### config.mk
export PLATFORM = sky130hd
export DESIGN_NAME = apb_selftest_master
export DESIGN_NICKNAME = d
export VERILOG_FILES = /design/src/rtl/apb_selftest_master.sv
export SDC_FILE = /design/constraint.sdc
export NUM_CORES = 1
export LEC_CHECK = 0
export CAP_MARGIN = 20
export CORE_UTILIZATION = 59
export CTS_CLUSTER_SIZE = 14
export DETAILED_ROUTE_END_ITERATION = 12
export DONT_BUFFER_PORTS = 1
export PLACE_DENSITY_LB_ADDON = 0.15
export SETUP_SLACK_MARGIN = 0.1
export SLEW_MARGIN = 20
export SYNTH_ARGS = -nofsm -noshare
export SYNTH_HDL_FRONTEND = slang
export SYNTH_SLANG_ARGS = --single-unit
export TNS_END_PERCENT = 10
### constraint.sdc
create_clock -name clk -period 3.2 [get_ports clk]
set_clock_uncertainty 0.05 [all_clocks]
set_input_delay 0.8 -clock clk [delete_from_list [all_inputs] [get_ports clk]]
set_output_delay 0.8 -clock clk [all_outputs]
set_load 0.01 [all_outputs]
### src/rtl/apb_selftest_master.sv
// APB3 master that writes a pattern to NUM_WORDS words, reads it back and reports passed/failed.
// Optional feature: define APB_SLVERR_CHK_EN to treat pslverr at completion as a failure.
module apb_selftest_master #(
    parameter int NUM_WORDS = 8,
    parameter int ADDR_W    = 8,
    parameter int DATA_W    = 32,
    parameter int TIMEOUT   = 16
) (
    input  logic              clk,
    input  logic              reset,
    output logic [ADDR_W-1:0] paddr,
    output logic              psel,
    output logic              penable,
    output logic              pwrite,
    output logic [DATA_W-1:0] pwdata,
    input  logic [DATA_W-1:0] prdata,
    input  logic              pready,
    input  logic              pslverr,
    output logic              passed,
    output logic              failed,
    output logic [ADDR_W-1:0] fail_addr
);
    localparam int IDX_W = (NUM_WORDS > 1) ? $clog2(NUM_WORDS) : 1;
    localparam int TMO_W = $clog2(TIMEOUT + 1);

    typedef enum logic [2:0] {IDLE, SETUP, ACCESS, PASS, FAIL} state_t;

    state_t            state, state_nx;
    logic [IDX_W-1:0]  idx, idx_nx;
    logic              rd_ph, rd_ph_nx;
    logic [TMO_W-1:0]  tmo_cnt, tmo_nx;
    logic [ADDR_W-1:0] fail_addr_nx;
    logic [ADDR_W-1:0] cur_addr;
    logic [DATA_W-1:0] cur_pat;
    logic [31:0]       pat32;
    logic              last;
    logic              slv_err;

    assign pat32    = 32'hA5A5_0000 + 32'(idx);
    assign cur_pat  = DATA_W'(pat32);
    assign cur_addr = ADDR_W'({idx, 2'b00});
    assign last     = (idx == IDX_W'(NUM_WORDS - 1));

`ifdef APB_SLVERR_CHK_EN
    assign slv_err = pslverr;
`else
    logic unused_pslverr;
    assign unused_pslverr = pslverr;
    assign slv_err = 1'b0;
`endif

    always_ff @(posedge clk) begin
        if (reset) begin
            state     <= IDLE;
            idx       <= '0;
            rd_ph     <= 1'b0;
            tmo_cnt   <= '0;
            fail_addr <= '0;
        end else begin
            state     <= state_nx;
            idx       <= idx_nx;
            rd_ph     <= rd_ph_nx;
            tmo_cnt   <= tmo_nx;
            fail_addr <= fail_addr_nx;
        end
    end

    always_comb begin
        state_nx     = state;
        idx_nx       = idx;
        rd_ph_nx     = rd_ph;
        tmo_nx       = tmo_cnt;
        fail_addr_nx = fail_addr;
        psel         = 1'b0;
        penable      = 1'b0;
        pwrite       = 1'b0;
        paddr        = '0;
        pwdata       = '0;
        case (state)
            IDLE: state_nx = SETUP;
            SETUP: begin
                psel     = 1'b1;
                pwrite   = ~rd_ph;
                paddr    = cur_addr;
                pwdata   = rd_ph ? '0 : cur_pat;
                tmo_nx   = '0;
                state_nx = ACCESS;
            end
            ACCESS: begin
                psel    = 1'b1;
                penable = 1'b1;
                pwrite  = ~rd_ph;
                paddr   = cur_addr;
                pwdata  = rd_ph ? '0 : cur_pat;
                // Completion wins over a timeout landing in the same cycle.
                if (pready) begin
                    if ((rd_ph && (prdata != cur_pat)) || slv_err) begin
                        state_nx     = FAIL;
                        fail_addr_nx = cur_addr;
                    end else if (!last) begin
                        idx_nx   = idx + IDX_W'(1);
                        state_nx = SETUP;
                    end else if (!rd_ph) begin
                        rd_ph_nx = 1'b1;
                        idx_nx   = '0;
                        state_nx = SETUP;
                    end else begin
                        state_nx = PASS;
                    end
                end else if (tmo_cnt == TMO_W'(TIMEOUT - 1)) begin
                    state_nx     = FAIL;
                    fail_addr_nx = cur_addr;
                end else begin
                    tmo_nx = tmo_cnt + TMO_W'(1);
                end
            end
            default: state_nx = state;
        endcase
    end

    assign passed = (state == PASS);
    assign failed = (state == FAIL);
endmodule

==> qor.yml <==
layout:
  fillers: 178
  finalCoreUtilization_pct: 57.8
  drive_gt1_share_pct: 10.3
  regArea_um2: 300
  fin_cells: 173
  multi_input_area_um2: 749
  n_antenna_cell: 0
  nNetsFinal: 187
  synthToLayoutAreaGrowth_pct: -8.59
cts:
  clkLatencyLatePin_ps: 300
  h-tree-depth: 1
  clockBufferDepth: 2
  cts.sinks: 15
  path_clk_slew_ps: 90
  post_cts_resized: 0
  numCtsBuffers: 3
  ctsHoldBuffers: 0
  postCtsSetupRepairBufs: 0
  root_buffer: "clkbuf_4"
  cts_tree: "done"
power:
  power.density_nw_per_um2: 394
  p_clk_share_pct: 25.4
  p_comb_share_pct: 29.3
  power.share.sequential_pct: 45.3
  p_switching_uw: 173
  p_int_uw: 278
  ir_worst_vdd_v: 0.000235
  p_sw_share_pct: 38.4
  p_leak_uw: 0.000491
setup_path:
  criticalPathCategory: "reg2out"
  crit_start: "state[0]"
  r2r_end: "tmo_cnt[3]"
  ff2ff_path_depth: 8
  cpLargestDelayFamily: "simple AND/OR/NAND/NOR gates"
  cp-start-kind: "flop"
  required_ps: 2350
  path_cells: "xnor2_1, nor3_2, and2_1"
  reg2reg_slack_ps: 1150
  cp_max_fo: 6
  cp_slowest_cell: "nor3_2"
  critical_path.max_stage_delay_ps: 500
  cp-end-kind: "output port"
  arrival_ps: 1720
  critPathBufInv: 0
  worstReg2RegStart: "tmo_cnt[0]"
logic_synthesis:
  synth_common_cells: "buf_4 (39), dfxtp_1 (15), nand2_1 (14), nor2_1 (14), and2_1 (6)"
  synth_top_area_share_pct: 24.0
  synth_top_cell_by_area: "dfxtp_1"
  synthArstFlopShare_pct: 0
  synth.most_common_cell: "buf_4"
  synth.cell_area_um2: 1250
  synthFlopType: "dfxtp_1"
  synth_cells: 152
  synth.distinct_cells: 38
  synth.area.top_cells: "dfxtp_1 (24%), buf_4 (23%), nand2_1 (4.2%)"
  synth-edff-count: 0
  avgSynthCellArea_um2: 8.24
  synth_seq_cells: 15
  synth-warning-count: 0
  synth_seq_area_share_pct: 24.0
placed_design:
  place_hpwl_um: 1690
  placed_cells: 169
  gp_congestion: 0.715
  io_buffers: 0
global_routing:
  grt_pass1_vias: 716
  grt_util_all_layers_pct: 18.8
  grt_pass1_wl_um: 2900
  grt_max_degree: 12
  antenna_found_initial: 0
  gr-total-overflow: 0
timing:
  tns_ps: 0
  rsz0062_at_grt: "false"
  min_period_ps: 2570
  maxSlewViolCount: 0
  tightestPinTransition_ps: 617
  finalCritPeriodShare_pct: 80.2
  setup_violations: 0
  hold_viol_final: 0
  max_freq_ghz: 0.390
  maxSlewHeadroom_pct: 58.6
  holdWs_ps: 445
route:
  routed_via_density: 5.32
  detail_route.iter0.violations: 6
  postRouteAntennaNets: 0
  vias: 920
  wirelength_um: 2110
  drt-pass1-iter-count: 4
  wl_per_cell_um: 12.2
  drc: 0
die:
  die_area_um2: 2310
  die_x_um: 48.1
  design.core.area_um2: 1980
  io_pins: 89
  fp.dieH_um: 48.1
  start_util_pct: 63.2
  row_count: 16
flow_run:
  drv_cap: 0
worst_hold_path:
  hold_start: "tmo_cnt[4]"
  hp-class: "reg2reg"
  holdPathEnd: "tmo_cnt[4]"
  whs_path_depth: 2
run_status:
  status: "finished clean"
[power by group through the flow]
stage / Clock [uW] / Combinational (uW) / Sequential, uW
4_1_cts: 114 / 133 / 204
3_3_place_gp: 0 / 131 / 208
6_report: 114 / 132 / 204
2_1_floorplan: 0 / 178 / 206
3_5_place_dp: 0 / 133 / 208
5_1_grt: 119 / 153 / 205
[final cells by class]
class	instances	area share, %
tap	27	2.95
sequential	15	26.2
clock buffer	3	1.97
inverter	5	1.64
clock inverter	1	0.437
timing repair buffer	1	1.31
multi-input combinational	121	65.5
[worst min-delay path, cell delays in order (launching register included)]
cell     delay, ps
dfxtp_1        340
a21oi_1         60
nor2_1          70
[worst max-delay path by stage]
stage	endpoint	slack [ps]	cells after the start
CTS	pwdata[1]	620	3
global placement	idx[2]	950	5
global route	pwdata[1]	510	3
finish	pwdata[1]	630	3
detailed placement	state[0]	910	5
floorplan	pwdata[0]	770	3
[cell families (layout without fill, tap and decap cells)]
logic type | after synthesis | after routing | synth area share, %
other | 1 | 31 | 0.299
AO/OA/AOI/OAI | 17 | 17 | 10.3
buffers and inverters | 46 | 10 | 25.6
flip-flops | 15 | 15 | 24.0
adder cells (fa/ha/maj) | 4 | 4 | 4.00
XOR/XNOR | 6 | 6 | 4.20
multiplexers | 5 | 5 | 4.00
AND/OR/NAND/NOR | 58 | 58 | 27.7
[flip-flops by register name (all words and copies together) (netlist names)]
name       count
rd_ph          1
fail_addr      3
tmo_cnt        5
idx            3
state          3
[stage by stage]
step	setup slack [ps]	power, uW	area, um2
after floorplan	771	384	1370
after detailed placement	910	341	1120
after CTS	615	451	1140
final	634	451	1140
after global routing	513	477	1140
after global placement	955	339	1120
[cells in the final DEF, fill, tap and decap left out, types with 3 or more instances in the layout]
cell type	count
conb_1	31
dfxtp_1	15
nor2_1	14
nand2_1	14
and2_1	6
inv_1	5
nand3_1	5
mux2i_1	5
xnor2_1	4
a21oi_1	4
ha_1	4
clkbuf_4	3
[per-layer routing]
| metal | wire [um] | global-route usage, % |
|---|---|---|
| met2 | 1030 | 29.7 |
| met3 | 197 | 4.53 |
| met5 | 0 | 0 |
| met1 | 840 | 22.7 |
| met4 | 42 | 11.7 |
Note: power is estimated with default switching activity, not from simulation.
